## src/rtl/lif_sched_pkg.sv

```systemverilog
// Shared types and helpers for the LIF timestep scheduler: FSM state encoding,
// per-neuron visit length and a one-hot decoder.
package lif_sched_pkg;

  typedef enum logic [2:0] {
    S_IDLE,
    S_FETCH,
    S_ENABLE,
    S_SETTLE,
    S_CAPTURE,
    S_DONE
  } state_e;

  localparam int DEFAULT_EN_CYCLES = 2;
  localparam int DEFAULT_SETTLE    = 1;

  // One visit = FETCH + EN_CYCLES enable cycles + SETTLE wait cycles + CAPTURE.
  function automatic int visit_len(input int en_cycles, input int settle);
    return en_cycles + settle + 2;
  endfunction

  localparam int VISIT_LEN = visit_len(DEFAULT_EN_CYCLES, DEFAULT_SETTLE);

  function automatic logic [63:0] onehot(input int unsigned idx, input int unsigned n);
    logic [63:0] v;
    v = '0;
    if (idx < n && idx < 64) v = 64'(1) << idx;
    return v;
  endfunction

endpackage

```

## src/rtl/lif_timestep_scheduler.sv

```systemverilog
// Sweeps one SNN timestep across a layer of LIF neurons sharing a single weight
// memory port: latch inputs, visit each neuron in turn, publish the spike vector.
module lif_timestep_scheduler
  import lif_sched_pkg::*;
#(
  parameter int N_NEURONS = 4,
  parameter int M         = 8,
  parameter int EN_CYCLES = 2,
  parameter int SETTLE    = 1,
  parameter int TS_W      = 8,
  parameter int IDX_W     = $clog2(N_NEURONS)
) (
  input  logic                 clk,
  input  logic                 reset,
  input  logic                 start,
  input  logic [M-1:0]         input_spikes,
  input  logic [N_NEURONS-1:0] neuron_spike,
  output logic [M-1:0]         in_spikes_q,
  output logic [IDX_W-1:0]     wt_addr,
  output logic                 wt_rd,
  output logic [N_NEURONS-1:0] neuron_en,
  output logic                 busy,
  output logic                 done,
  output logic [N_NEURONS-1:0] spikes_out,
  output logic [TS_W-1:0]      timestep
);

  localparam int PH_MAX = (EN_CYCLES > SETTLE) ? EN_CYCLES : SETTLE;
  localparam int PH_W   = $clog2(PH_MAX + 1);
  localparam logic [PH_W-1:0]  EN_LOAD     = PH_W'(EN_CYCLES - 1);
  localparam logic [PH_W-1:0]  SETTLE_LOAD = PH_W'((SETTLE > 0) ? SETTLE - 1 : 0);
  localparam logic [IDX_W-1:0] LAST_IDX    = IDX_W'(N_NEURONS - 1);

  state_e               state_q, state_d;
  logic [IDX_W-1:0]     idx_q, idx_d;
  logic [PH_W-1:0]      phase_q, phase_d;
  logic [M-1:0]         in_spikes_d;
  logic [N_NEURONS-1:0] spike_vec_q, spike_vec_d;
  logic [N_NEURONS-1:0] spikes_out_q, spikes_out_d;
  logic [TS_W-1:0]      timestep_q, timestep_d;
  logic [IDX_W-1:0]     wt_addr_q, wt_addr_d;
  logic                 wt_rd_q, wt_rd_d;
  logic [N_NEURONS-1:0] neuron_en_q, neuron_en_d;
  logic                 busy_q, busy_d;
  logic                 done_q, done_d;

  // Outputs are computed from the next state so every port comes straight off a flop.
  always_comb begin
    state_d      = state_q;
    idx_d        = idx_q;
    phase_d      = phase_q;
    in_spikes_d  = in_spikes_q;
    spike_vec_d  = spike_vec_q;
    spikes_out_d = spikes_out_q;
    timestep_d   = timestep_q;

    case (state_q)
      S_IDLE: begin
        if (start) begin
          in_spikes_d = input_spikes;
          spike_vec_d = '0;
          idx_d       = '0;
          state_d     = S_FETCH;
        end
      end
      S_FETCH: begin
        phase_d = EN_LOAD;
        state_d = S_ENABLE;
      end
      S_ENABLE: begin
        if (phase_q != '0) begin
          phase_d = phase_q - PH_W'(1);
        end else if (SETTLE == 0) begin
          state_d = S_CAPTURE;
        end else begin
          phase_d = SETTLE_LOAD;
          state_d = S_SETTLE;
        end
      end
      S_SETTLE: begin
        if (phase_q != '0) phase_d = phase_q - PH_W'(1);
        else               state_d = S_CAPTURE;
      end
      S_CAPTURE: begin
        spike_vec_d[idx_q] = neuron_spike[idx_q];
        if (idx_q == LAST_IDX) begin
          state_d = S_DONE;
        end else begin
          idx_d   = idx_q + IDX_W'(1);
          state_d = S_FETCH;
        end
      end
      S_DONE:  state_d = S_IDLE;
      default: state_d = S_IDLE;
    endcase

    // Publish on the edge into DONE so spikes_out and timestep line up with the done pulse.
    if (state_d == S_DONE) begin
      spikes_out_d = spike_vec_d;
      timestep_d   = timestep_q + TS_W'(1);
    end

    wt_addr_d   = idx_d;
    wt_rd_d     = (state_d == S_FETCH) || (state_d == S_ENABLE);
    neuron_en_d = (state_d == S_ENABLE) ? N_NEURONS'(onehot(32'(idx_d), N_NEURONS)) : '0;
    busy_d      = (state_d != S_IDLE);
    done_d      = (state_d == S_DONE);
  end

  always_ff @(posedge clk) begin
    if (reset) begin
      state_q      <= S_IDLE;
      idx_q        <= '0;
      phase_q      <= '0;
      in_spikes_q  <= '0;
      spike_vec_q  <= '0;
      spikes_out_q <= '0;
      timestep_q   <= '0;
      wt_addr_q    <= '0;
      wt_rd_q      <= 1'b0;
      neuron_en_q  <= '0;
      busy_q       <= 1'b0;
      done_q       <= 1'b0;
    end else begin
      state_q      <= state_d;
      idx_q        <= idx_d;
      phase_q      <= phase_d;
      in_spikes_q  <= in_spikes_d;
      spike_vec_q  <= spike_vec_d;
      spikes_out_q <= spikes_out_d;
      timestep_q   <= timestep_d;
      wt_addr_q    <= wt_addr_d;
      wt_rd_q      <= wt_rd_d;
      neuron_en_q  <= neuron_en_d;
      busy_q       <= busy_d;
      done_q       <= done_d;
    end
  end

  assign wt_addr    = wt_addr_q;
  assign wt_rd      = wt_rd_q;
  assign neuron_en  = neuron_en_q;
  assign busy       = busy_q;
  assign done       = done_q;
  assign spikes_out = spikes_out_q;
  assign timestep   = timestep_q;

endmodule
```

## config.mk

```make
export PLATFORM = sky130hd
export DESIGN_NAME = lif_timestep_scheduler
export DESIGN_NICKNAME = d
export VERILOG_FILES = /design/src/rtl/lif_sched_pkg.sv /design/src/rtl/lif_timestep_scheduler.sv
export SDC_FILE = /design/constraint.sdc
export NUM_CORES = 1
export LEC_CHECK = 0
export CAP_MARGIN = 20
export CORE_MARGIN = 8
export CORE_UTILIZATION = 25
export DETAILED_ROUTE_END_ITERATION = 10
export MAX_ROUTING_LAYER = met4
export PLACE_DENSITY = 0.49
export SYNTH_ARGS = -nofsm -noshare
export SYNTH_HDL_FRONTEND = slang
export SYNTH_SLANG_ARGS = --single-unit
```

## constraint.sdc

```tcl
create_clock -name clk -period 2.2 [get_ports clk]
set_input_delay 0.22 -clock clk [delete_from_list [all_inputs] [get_ports clk]]
set_output_delay 0.22 -clock clk [all_outputs]
set_load 0.005 [all_outputs]
```

# After elaboration in Yosys (flattened, before gate mapping)
# Cells that the tools add are included.
[op_classes]
order_cmp = 2
reduce_logical = 9
n_mux = 18
n_eq_ne = 9
n_addsub = 3
n_shift = 1
bitwise_logic = 1
[op_table]
columns = ["cell", "n"]
rows = [
  ["$pmux W3 S5", 1],
  ["$mux W3", 4],
  ["$eq A3 B2 Y1 const B", 3],
  ["$add A8 B1 Y8 const B", 1],
  ["$mux W2", 4],
  ["$pmux W4 S2", 1],
  ["$eq A3 B1 Y1 const B", 2],
  ["$eq A3 B3 Y1 const B", 2],
  ["$pmux W2 S3", 1],
  ["$reduce_bool A3 Y1", 2],
  ["$bwmux W4", 1],
  ["$mux W4", 1],
  ["$pmux W2 S2", 1],
  ["$reduce_and A2 Y1", 2],
  ["$shl A1 B2 Y4 const A", 1],
  ["$logic_not A3 Y1", 1],
  ["$lt A2 B3 Y1 const B", 1],
  ["$add A2 B1 Y2 const B", 1],
  ["$bmux W1 S2", 1],
  ["$demux W1 S2", 1],
  ["$eq A2 B2 Y1 const B", 1],
  ["$ge A2 B1 Y1 const B", 1],
  ["$mux W1", 2],
  ["$ne A2 B2 Y1 const B", 1],
  ["other kinds (6)", 6],
]
[totals]
wordCells = 54
ff_bits = 38
inputBits = 15

# Logic depth before layout (Yosys ltp)
[logic_depth]
word_depth = 6
ltp_mapped = 6
depth_no_buf = 6

# Worst setup path before layout
# No wires, ideal clock.
[synth_path]
kind = "register to register"
startpoint = "reg phase_q[0]"
endpoint = "reg neuron_en_q[3] (netlist: neuron_en[3])"
path_slack_ps = 714
path_buffers = 0
path_stages_with_launch = 7
setup_time_ps = 80
required_time_ps = 2120
period_less_slack_ps = 1486
arrival_ps = 1406
path_cell_list = "dfxtp_1 > inv_1 > ha_1 > nor3b_1 > a21oi_1 > or3_1 > nor3b_1"
[synth_via]
elab_chain_len = 6
elab_cells_between_ends = 7
classes_between = "eq/ne: 1; mux: 3; bitwise: 1; reduce/logical: 2"
[synth_rtl]
columns = ["item", "line", "rtl"]
rows = [
  ["start, declared", "lif_timestep_scheduler.sv:36", "logic [PH_W-1:0] phase_q, phase_d;"],
  ["start signal, assigned", "lif_timestep_scheduler.sv:127", "phase_q <= phase_d;"],
  ["$reduce_bool A2 Y1 (*)", "lif_timestep_scheduler.sv:71, lif_timestep_scheduler.sv:81", ""],
  ["$mux W3, on equally long branches", "lif_timestep_scheduler.sv:81, lif_timestep_scheduler.sv:71", ""],
  ["$pmux W3 S5 (*)", "lif_timestep_scheduler.sv:57", "case (state_q)"],
  ["$eq A3 B2 Y1 (*)", "lif_timestep_scheduler.sv:105", "neuron_en_d = (state_d == S_ENABLE) ? N_NEURONS'(onehot(32'(idx_d), N_NEURONS)) : '0;"],
  ["$not A1 Y1 (no line) (*)", "-", ""],
  ["$reduce_or A2 Y1 (no line) (*)", "-", ""],
  ["end signal, assigned", "lif_timestep_scheduler.sv:134", "neuron_en_q <= neuron_en_d;"],
  ["end, declared", "lif_timestep_scheduler.sv:43", "logic [N_NEURONS-1:0] neuron_en_q, neuron_en_d;"],
]
# Mark *: on every way between the ends. The rest lies on a longest branch, timed or not.
# A chain may end at the register's enable or synchronous reset.

# Worst setup path after layout
[layout_path]
startpoint = "reg state_q[0]"
endpoint = "reg in_spikes_q[3]"
[layout_via]
elab_chain_len = 2
[layout_rtl]
columns = ["item", "line", "rtl"]
rows = [
  ["start, declared", "lif_timestep_scheduler.sv:34", "state_e state_q, state_d;"],
  ["start signal, assigned", "lif_timestep_scheduler.sv:125", "state_q <= state_d;"],
  ["$logic_not A3 Y1", "lif_timestep_scheduler.sv:57", ""],
  ["$reduce_and A2 Y1 (no line)", "-", ""],
  ["end signal, assigned", "lif_timestep_scheduler.sv:128", "in_spikes_q <= in_spikes_d;"],
  ["end, declared", "lif_timestep_scheduler.sv:18", "output logic [M-1:0] in_spikes_q,"],
]
# Every way passes these cells.

==> impl_results.md <==
- Post-synthesis area per instance: 9.06 sq um
- DP HPWL: 3140 um
- Hold buffers post-CTS: 0
- Net count after synthesis: 203
- GRT Max-Usage Layer: met2
- Pwr Total: 1.67 mW
- Initial DRC count: 38
- Reg area: 741 sq um
- Syn Std Cell Area: 0.00167 sq mm
- Vias per cell: 4.44
- Commonest register cell after synthesis: dfxtp_1
- Sw frac: 0.268
- Hold Crit Depth: 2
- Multi-input logic area: 845 sq um
- Max FO, Critical Path: 12
- Internal Power: 1.23 mW
- Area Growth Syn to Fin: 37.4%
- Vias in the first global route: 1390
- Fill count: 681
- CTS clk-pin slew, worst paths: 70 ps
- Final Wtd Congestion: 0.758
- Hold Crit Class: flip-flop to flip-flop
- Max-cap violation count: 0
- Die Ht: 97.7 um
- Setup violations, final: 0
- Reg2reg path depth: 4
- Cells after synthesis: 184
- Post-route DRC violation count: 0
- Dpl ws: 408 ps
- M2 GR Usage: 0.131
- Final Net Count: 247
- Clock Path Buffers: 2
- Seq pwr share: 0.450
- Initial Utilization: 0.261
- Inst Count DP: 298
- Final Non-Filler Cells: 306
- Arr. time, crit path: 2000 ps
- Met1 Use GR: 0.118
- H-tree levels: 2
- Most common cell after layout, fill and taps aside: clkdlybuf4s50_1
- Status: finished clean
- Post-Route WL: 4270 um
- GRT Total Usage: 0.0939
- GRT overflow: 0
- End-of-flow core utilization: 0.359
- Crit path depth: 4
- Part of the power in combinational logic: 0.179
- First-pass GRT wire length: 7160 um
- Ports: 44
- Post-cts resize count: 0
- Seq cells post-synth: 37
- Vias post-DR: 1360
- Met3 usage in global routing: 0.0341
- Peak VDD IR: 0.000299 V
- CTS tree: done
- Full die area: 0.00954 sq mm
- Critical Path, Cell by Cell: or2_1, or2_1, nand2_1, a21oi_1
- PortBufs: 43
- Die Width: 97.7 um
- Cell Pwr Density: 730 mW/mm^2
- Row cnt: 29
- Static Leak: 0.831 nW
- RSZ-0062 raised after global routing: false
- CTS Buf Count: 5
- Slack of the critical path: 421 ps
- CP dominant cell by count: or2_1
- Largest net degree at the start of global routing: 22
- CP startpoint kind: flip-flop
- Clock skew: 6.54 ps
- Core region area: 0.00639 sq mm
- Drt wl/cell: 13.9 um
- Synth unique cells: 40
- Endpoint class of the critical path: flip-flop
- N_diodes: 0
- Share of cells above drive strength 1: 0.100
- CP max stage cell: dfxtp_1
- Worst stage delay on the critical path: 650 ps
- Hold Vio Cnt, Final: 0
- Crit path kind: flip-flop to flip-flop
- TritonRoute pass-1 iters: 4
- Placed inst area: 0.00217 sq mm
- Fin crit share: 0.809
- Ys Warns: 0
- Design area: 0.00229 sq mm
- Antenna-violating nets left: 0
- FMAX: 562 MHz
- Transition time of the tightest slew-check pin: 521 ps
- Fin crit period: 1780 ps
- Slew headroom: 0.652
- Clk pwr share: 0.371
- Top delay family on crit path: simple AND/OR/NAND/NOR gates
- Critical Path RT: 2420 ps
- Clk Latency, worst-skew pair: 290 ps
- Root Buffer: clkbuf_8
- Post-route setup TNS: 0 ps
- Max Slew Vio Count: 0
- Commonest cells after routing, fill and taps aside: clkdlybuf4s50_1, dfxtp_1, nand2_1, nor2_1, a21oi_1
- Initial antenna violation count: 0
- Number of synthesized flops with an enable pin: 0
- WP buf/inv: 0
- CTS sink cnt: 37
- Register area share after synthesis: 0.444
- Postcts setup bufs: 0
- Hold slack: 455 ps
- P_sw: 0.448 mW
- FFs w/ async S/R, synth: 0
power by group through the flow:
stage | sequential (mW) | clock, mW | combinational (mW)
global route | 0.761 | 0.677 | 0.334
CTS | 0.753 | 0.644 | 0.305
detailed placement | 0.769 | 0 | 0.304
global placement | 0.768 | 0 | 0.303
finish | 0.753 | 0.621 | 0.300
floorplan | 0.746 | 0 | 0.214
cell usage after synthesis, types with 3 or more instances:
cell type,number,area [sq um]
nand2_1,23,86.3
xnor2_1,6,52.6
nor2_1,22,82.6
nand4_1,5,31.3
a21oi_1,15,75.1
inv_1,4,15.0
nor2b_1,4,25.0
nor4_2,4,50.1
mux2i_1,6,60.1
ha_1,4,50.1
dfxtp_1,37,741
o21ai_1,4,20.0
nand2b_1,5,31.3
clkbuf_1,6,22.5
buf_2,3,15.0
nor3b_1,3,22.5
nor3_1,3,15.0
final timing paths:
path / start / endpoint / slack (ps)
setup / recovery: state_q[0] / in_spikes_q[3] / 420
hold / removal: spikes_out[3] / spikes_out[3] / 460
setup reg to reg: state_q[0] / in_spikes_q[3] / 420
hold reg to reg: spikes_out[3] / spikes_out[3] / 460
registers in the layout, summed over array words and instances, names as in the netlist:
register	flops
done	1
spike_vec_q	3
phase_q	2
in_spikes_q	8
busy	1
wt_rd	1
spikes_out	4
wt_addr	2
state_q	3
timestep	8
neuron_en	4
layer usage:
metal	part of all wire	wire, um	up-vias
met1	0.51	2180	601
met4	0.016	67	0
met2	0.41	1750	34
met5	0	0	-
li1	-	-	719
met3	0.062	266	6
cells by family after synthesis:
group                      count (synthesis)  synth area share
AOI/OAI and AO/OA                         29             0.110
xor gates and xnor gates                   7            0.0368
adders and majority gates                  4            0.0300
buffers and inverters                     16            0.0495
DFF                                       37             0.444
muxes                                      8            0.0495
and+or+nand+nor                           83             0.281
worst register-to-register path: stages (launching register included):
cell,delay (ps)
dfxtp_1,650
or2_1,480
or2_1,350
nand2_1,90
a21oi_1,140
cell type report:
| type | instances | share of cell area |
|---|---|---|
| inverter | 4 | 0.00655 |
| timing repair buffer | 49 | 0.207 |
| clock inverter | 2 | 0.0164 |
| clock buffer | 6 | 0.0360 |
| tap | 77 | 0.0420 |
| multi-input combinational | 131 | 0.368 |
| sequential | 37 | 0.323 |
No activity file was read; power rests on OpenSTA's default activity.
